[src/rtl/mem_port_arbiter.sv]
// -----------------------------------------------------------------------------
// mem_port_arbiter
//
// Shares one single-port RAM between an instruction-fetch port and a data
// (load/store) port. A three-state FSM (IDLE / FETCH / DATA) grants one
// requester at a time, latches its address/we/wdata for the RAM, waits for
// ram_ready and returns a one-cycle ack plus registered read data.
//
// Arbitration: data normally wins, but after STARVE_MAX consecutive data
// grants taken while a fetch was pending, fetch is given priority. A grant
// that sees no ram_ready for MAX_WAIT busy cycles is aborted: the ack still
// pulses, the read data is forced to 0 (NOP) and the sticky err flag is set.
//
// Ports
//   clk        in   clock, rising edge
//   reset      in   asynchronous active-low reset
//   if_req     in   fetch request (held until if_ack)
//   if_addr    in   fetch word address
//   mem_req    in   data request (held until mem_ack)
//   mem_we     in   1 = store, 0 = load
//   mem_addr   in   data address
//   mem_wdata  in   store data
//   ram_rdata  in   RAM read data
//   ram_ready  in   RAM completes the current access this cycle
//   ram_en     out  RAM access active (FETCH or DATA)
//   ram_we     out  RAM write strobe
//   ram_addr   out  RAM address
//   ram_wdata  out  RAM write data
//   if_ack     out  one-cycle fetch completion pulse
//   if_rdata   out  fetched instruction
//   mem_ack    out  one-cycle data completion pulse
//   mem_rdata  out  load data
//   stall_if   out  fetch waiting
//   stall_mem  out  data access waiting
//   err        out  sticky timeout flag
// -----------------------------------------------------------------------------
module mem_port_arbiter #(
  parameter int unsigned MAX_WAIT   = 16,
  parameter int unsigned STARVE_MAX = 4
) (
  input  logic        clk,
  input  logic        reset,
  input  logic        if_req,
  input  logic [31:0] if_addr,
  input  logic        mem_req,
  input  logic        mem_we,
  input  logic [31:0] mem_addr,
  input  logic [31:0] mem_wdata,
  input  logic [31:0] ram_rdata,
  input  logic        ram_ready,
  output logic        ram_en,
  output logic        ram_we,
  output logic [31:0] ram_addr,
  output logic [31:0] ram_wdata,
  output logic        if_ack,
  output logic [31:0] if_rdata,
  output logic        mem_ack,
  output logic [31:0] mem_rdata,
  output logic        stall_if,
  output logic        stall_mem,
  output logic        err
);

  localparam int unsigned WW = (MAX_WAIT > 1) ? $clog2(MAX_WAIT) : 1;
  localparam logic [WW-1:0] WAIT_LAST  = WW'(MAX_WAIT - 1);
  localparam logic [2:0]    STARVE_LIM = 3'(STARVE_MAX);

  typedef enum logic [1:0] {
    IDLE  = 2'd0,
    FETCH = 2'd1,
    DATA  = 2'd2
  } state_e;

  state_e         state_q,     state_d;
  logic [31:0]    addr_q,      addr_d;
  logic           we_q,        we_d;
  logic [31:0]    wdata_q,     wdata_d;
  logic [WW-1:0]  wait_cnt_q,  wait_cnt_d;
  logic [2:0]     starve_q,    starve_d;
  logic           err_q,       err_d;
  logic           if_ack_q,    if_ack_d;
  logic           mem_ack_q,   mem_ack_d;
  logic [31:0]    if_rdata_q,  if_rdata_d;
  logic [31:0]    mem_rdata_q, mem_rdata_d;
  logic           ram_en_q,    ram_en_d;
  logic           ram_we_q,    ram_we_d;

  logic data_elig_s;
  logic fetch_elig_s;
  logic grant_data_s;
  logic grant_fetch_s;

  // IDLE arbitration: a requester in its own ack cycle is not eligible, so
  // the port just served cannot be re-granted on its stale request.
  always_comb begin
    data_elig_s   = mem_req & ~mem_ack_q;
    fetch_elig_s  = if_req  & ~if_ack_q;
    grant_data_s  = 1'b0;
    grant_fetch_s = 1'b0;
    if (data_elig_s && (starve_q < STARVE_LIM)) begin
      grant_data_s = 1'b1;
    end else if (fetch_elig_s) begin
      grant_fetch_s = 1'b1;
    end else if (data_elig_s) begin
      grant_data_s = 1'b1;
    end else begin
      grant_data_s  = 1'b0;
      grant_fetch_s = 1'b0;
    end
  end

  // Next-state, grant latching, completion and timeout handling.
  always_comb begin
    state_d     = state_q;
    addr_d      = addr_q;
    we_d        = we_q;
    wdata_d     = wdata_q;
    wait_cnt_d  = wait_cnt_q;
    starve_d    = starve_q;
    err_d       = err_q;
    if_ack_d    = 1'b0;
    mem_ack_d   = 1'b0;
    if_rdata_d  = if_rdata_q;
    mem_rdata_d = mem_rdata_q;

    case (state_q)
      IDLE: begin
        if (grant_data_s) begin
          state_d    = DATA;
          addr_d     = mem_addr;
          we_d       = mem_we;
          wdata_d    = mem_wdata;
          wait_cnt_d = {WW{1'b0}};
          // Count data grants that overtook a pending fetch; saturating.
          if (if_req && (starve_q < STARVE_LIM)) begin
            starve_d = starve_q + 3'd1;
          end else begin
            starve_d = starve_q;
          end
        end else if (grant_fetch_s) begin
          state_d    = FETCH;
          addr_d     = if_addr;
          we_d       = 1'b0;
          wdata_d    = 32'd0;
          wait_cnt_d = {WW{1'b0}};
          starve_d   = 3'd0;
        end else begin
          state_d = IDLE;
        end
      end

      FETCH, DATA: begin
        if (ram_ready) begin
          state_d = IDLE;
          if (state_q == FETCH) begin
            if_ack_d   = 1'b1;
            if_rdata_d = ram_rdata;
          end else begin
            mem_ack_d = 1'b1;
            // Stores leave the load-data register untouched.
            if (!we_q) begin
              mem_rdata_d = ram_rdata;
            end else begin
              mem_rdata_d = mem_rdata_q;
            end
          end
        end else if (wait_cnt_q == WAIT_LAST) begin
          // Timeout: complete the handshake with a NOP so the pipeline moves on.
          state_d = IDLE;
          err_d   = 1'b1;
          if (state_q == FETCH) begin
            if_ack_d   = 1'b1;
            if_rdata_d = 32'd0;
          end else begin
            mem_ack_d   = 1'b1;
            mem_rdata_d = 32'd0;
          end
        end else begin
          wait_cnt_d = wait_cnt_q + WW'(1);
        end
      end

      default: begin
        state_d = IDLE;
      end
    endcase

    ram_en_d = (state_d != IDLE);
    ram_we_d = (state_d == DATA) && we_d;
  end

  // State and output registers; reset clears everything asynchronously.
  always_ff @(posedge clk or negedge reset) begin
    if (!reset) begin
      state_q     <= IDLE;
      addr_q      <= 32'd0;
      we_q        <= 1'b0;
      wdata_q     <= 32'd0;
      wait_cnt_q  <= {WW{1'b0}};
      starve_q    <= 3'd0;
      err_q       <= 1'b0;
      if_ack_q    <= 1'b0;
      mem_ack_q   <= 1'b0;
      if_rdata_q  <= 32'd0;
      mem_rdata_q <= 32'd0;
      ram_en_q    <= 1'b0;
      ram_we_q    <= 1'b0;
    end else begin
      state_q     <= state_d;
      addr_q      <= addr_d;
      we_q        <= we_d;
      wdata_q     <= wdata_d;
      wait_cnt_q  <= wait_cnt_d;
      starve_q    <= starve_d;
      err_q       <= err_d;
      if_ack_q    <= if_ack_d;
      mem_ack_q   <= mem_ack_d;
      if_rdata_q  <= if_rdata_d;
      mem_rdata_q <= mem_rdata_d;
      ram_en_q    <= ram_en_d;
      ram_we_q    <= ram_we_d;
    end
  end

  assign ram_en    = ram_en_q;
  assign ram_we    = ram_we_q;
  assign ram_addr  = addr_q;
  assign ram_wdata = wdata_q;
  assign if_ack    = if_ack_q;
  assign mem_ack   = mem_ack_q;
  assign if_rdata  = if_rdata_q;
  assign mem_rdata = mem_rdata_q;
  assign err       = err_q;
  assign stall_if  = if_req  & ~if_ack_q;
  assign stall_mem = mem_req & ~mem_ack_q;

endmodule

[config.mk]
export PLATFORM = sky130hd
export DESIGN_NAME = mem_port_arbiter
export DESIGN_NICKNAME = d
export VERILOG_FILES = /design/src/rtl/mem_port_arbiter.sv
export SDC_FILE = /design/constraint.sdc
export NUM_CORES = 1
export LEC_CHECK = 0
export CORE_MARGIN = 5
export CORE_UTILIZATION = 23
export DETAILED_ROUTE_END_ITERATION = 7
export DONT_BUFFER_PORTS = 1
export PLACE_DENSITY_LB_ADDON = 0.1
export SLEW_MARGIN = 20
export SYNTH_ARGS = -nofsm -noshare
export SYNTH_HDL_FRONTEND = slang
export SYNTH_SLANG_ARGS = --single-unit
export TNS_END_PERCENT = 100
[constraint.sdc]
create_clock -name clk -period 2.2 [get_ports clk]
set_input_delay 0.44 -clock clk [delete_from_list [all_inputs] [get_ports clk]]
set_output_delay 0.44 -clock clk [all_outputs]
set_load 0.05 [all_outputs]
==> impl_metrics.env <==
export IMPL_route_detailed_drc=0
export IMPL_grt_pass1_vias=4121
export IMPL_drt_iter0_markers=276
export IMPL_ios=269
export IMPL_p_per_area_nw_per_um2=1980
export IMPL_core_area_um2=25000
export IMPL_dp_hpwl_mm=12.0
export IMPL_yosysSeqAreaShare=0.618
export IMPL_rr_worst_depth=6
export IMPL_rows=58
export IMPL_synth_area_um2=5790
export IMPL_dp_slack_ns=0.304
export IMPL_start_util=0.232
export IMPL_hold_violations=143
export IMPL_cts_root_buf="clkbuf_16"
export IMPL_yosysTopAreaCell="dfrtp_1"
export IMPL_reg2reg_to="wait_cnt_q[1]"
export IMPL_grt_pass1_wl_mm=25.6
export IMPL_worstPathMaxFanout=5
export IMPL_fp_dieArea_um2=28500
export IMPL_slew_headroom=0.636
export IMPL_fp_dieH_um=169
export IMPL_routed_wl_mm=16.9
export IMPL_status="finished, violations left"
export IMPL_rr_startpoint="state_q[0]"
export IMPL_grt_max_degree=144
export IMPL_seq_area_um2=3580
export IMPL_holdCritPathClass="in2async"
export IMPL_r2r_setup_slack_ns=0.30
export IMPL_cts_buffers=17
export IMPL_area_growth_pct=16.8
export IMPL_irDropWorstVdd_mv=0.675
export IMPL_setup_violations=0
export IMPL_wire_per_inst_um=19.4
export IMPL_ys_ff_latch=143
export IMPL_fmax_mhz=506
export IMPL_antenna_found_initial=0
export IMPL_grt_overflow=0
export IMPL_io_buffers=0
export IMPL_worstSkewPairLatency_ns=0.41
export IMPL_num_nets_final=669
export IMPL_finalWorstSetupSlack_ns=0.224
export IMPL_cts_sinks=143
export IMPL_syn_avg_cell_area_um2=10.8
export IMPL_die_x_um=169
export IMPL_leakage_nw=3.14
export IMPL_place_area_um2=6170
export IMPL_synth_cells=536
export IMPL_synth_cell_types=39
export IMPL_first_pass_iters=4
export IMPL_critPathRequiredTime_ns=1.76
export IMPL_ant_nets=0
export IMPL_multi_input_area_um2=2020
export IMPL_antenna_cells=0
export IMPL_yosys_top_cells_count="dfrtp_1, nand2_1, o21ai_0"
export IMPL_slew_violations=0
export IMPL_final_area_um2=6760
export IMPL_cts_setup_buffers=0
export IMPL_worst_pin_slew_ns=0.546
export IMPL_gp_congestion=0.804
export IMPL_yosys_warnings=0
export IMPL_worst_setup_path_type="reg2out"
export IMPL_clk_path_buf_depth=2
export IMPL_synth_edf_count=0
export IMPL_grt_usage=0.117
export IMPL_endpoint_kind="primary output"
export IMPL_arrival_ns=1.54
export IMPL_whs_ns=-0.286
export IMPL_postSynth_asyncResetShare=1.00
export IMPL_yosys_top_cells_area="dfrtp_1, nand2_1, o21ai_0"
export IMPL_fin_crit_ns=1.98
export IMPL_skew_ns=0.0111
export IMPL_period_share=0.898
export IMPL_cp_cell_sequence="nor2b_1 -> buf_4"
export IMPL_synth_ff_type="dfrtp_1"
export IMPL_ctsResizeCount=0
export IMPL_synth_top_area_share=0.618
export IMPL_fin_tns_setup_ns=0
export IMPL_layout_drive_gt1_share=0.0958
export IMPL_htreeDepth=4
export IMPL_failed_checks="hold timing"
export IMPL_critical_path_max_stage_delay_ns=0.42
export IMPL_grt_setup_unrepaired="no"
export IMPL_cp_slowest_cell="nor2b_1"
export IMPL_num_vias=3891
export IMPL_crit_path_start_kind="flip-flop"
export IMPL_drv_cap=0
export IMPL_yosysMostFrequentCell="dfrtp_1"
export IMPL_path_clk_slew_ns=0.07
export IMPL_syn_nets=675
export IMPL_cts_tree="done"
export IMPL_fillers=2633
export IMPL_viasPerCell=4.46
==> worst max-delay path by stage <==
stage | slack [ns] | end | start
2_1_floorplan | 0.35 | ram_en | mem_ack
3_3_place_gp | 0.34 | ram_wdata[17] | mem_req
3_5_place_dp | 0.30 | wait_cnt_q[1] | state_q[0]
4_1_cts | 0.20 | stall_mem | mem_ack
5_1_grt | 0.08 | wait_cnt_q[1] | state_q[0]
6_report | 0.22 | stall_mem | mem_ack
==> registers in the layout (all words and copies together) (netlist names) <==
name	count
ram_we	1
mem_rdata	32
we_q	1
state_q	2
wait_cnt_q	4
ram_wdata	32
if_rdata	32
if_ack	1
starve_q	3
ram_en	1
mem_ack	1
err	1
ram_addr	32
==> critical path, delay by kind of cell, from the launching register on <==
| kind | cells | cell delay, ns |
|---|---|---|
| AND/OR/NAND/NOR | 1 | 0.42 |
| buffers and inverters | 1 | 0.31 |
| flip-flops | 1 | 0.39 |
==> routing by layer <==
layer | part of all wire | wire length [um] | vias to the layer above | GRT usage
li1 | - | - | 1828 | -
met1 | 0.41 | 6890 | 1841 | 0.144
met2 | 0.45 | 7560 | 216 | 0.179
met3 | 0.14 | 2360 | 6 | 0.0647
met4 | 0.0071 | 120 | 0 | 0.0286
met5 | 0 | 0 | - | 0
==> final cells by class <==
type	instances	area share
clock inverters	15	0.0246
inverters	6	0.00333
multi-input cells	350	0.298
flip-flops and latches	143	0.529
repair buffers	12	0.0207
clock buffers	17	0.0629
well taps	330	0.0610
==> cell families after synthesis <==
group	share of synthesized area
AND/OR/NAND/NOR	0.119
AO/OA/AOI/OAI	0.160
flip-flops	0.618
buffers and inverters	0.0350
multiplexers	0.0572
adder cells (fa/ha/maj)	0.0108
==> cells in the final DEF, fill, tap and decap left out, types with 2 or more instances in the layout <==
cell / netlist / routed
nor2b_1: 5 / 5
buf_12: 0 / 4
and3_1: 3 / 3
a21o_1: 2 / 2
inv_6: 0 / 6
and4_1: 2 / 2
inv_8: 0 / 4
a22o_1: 34 / 34
nand2_1: 134 / 134
clkbuf_16: 0 / 17
dfrtp_1: 143 / 143
o211ai_1: 2 / 2
a31oi_1: 2 / 2
buf_4: 1 / 8
o21ai_4: 1 / 2
nand3_1: 5 / 5
clkinv_4: 0 / 2
o21ai_0: 99 / 99
ha_1: 5 / 5
mux2i_1: 32 / 32
a21oi_1: 2 / 2
nand3b_1: 2 / 2
nor2_1: 4 / 4
inv_1: 6 / 6
==> stage by stage <==
stage,std cells,total power [mW],util,hold WS (ns)
after global placement,841,10.6,0.247,0.150
after CTS,873,13.6,0.271,-0.315
after floorplan,536,9.65,-,0.144
final,873,13.4,0.271,-0.286
after global routing,873,14.2,0.271,-0.326
after detailed placement,841,10.6,0.247,0.149
==> power breakdown <==
part / switching, mW / total (mW) / internal (mW)
sequential: 4.32 / 7.94 / 3.62
clock: 1.33 / 2.96 / 1.62
combinational: 1.48 / 2.51 / 1.03
(Power assumes the default switching activity.)
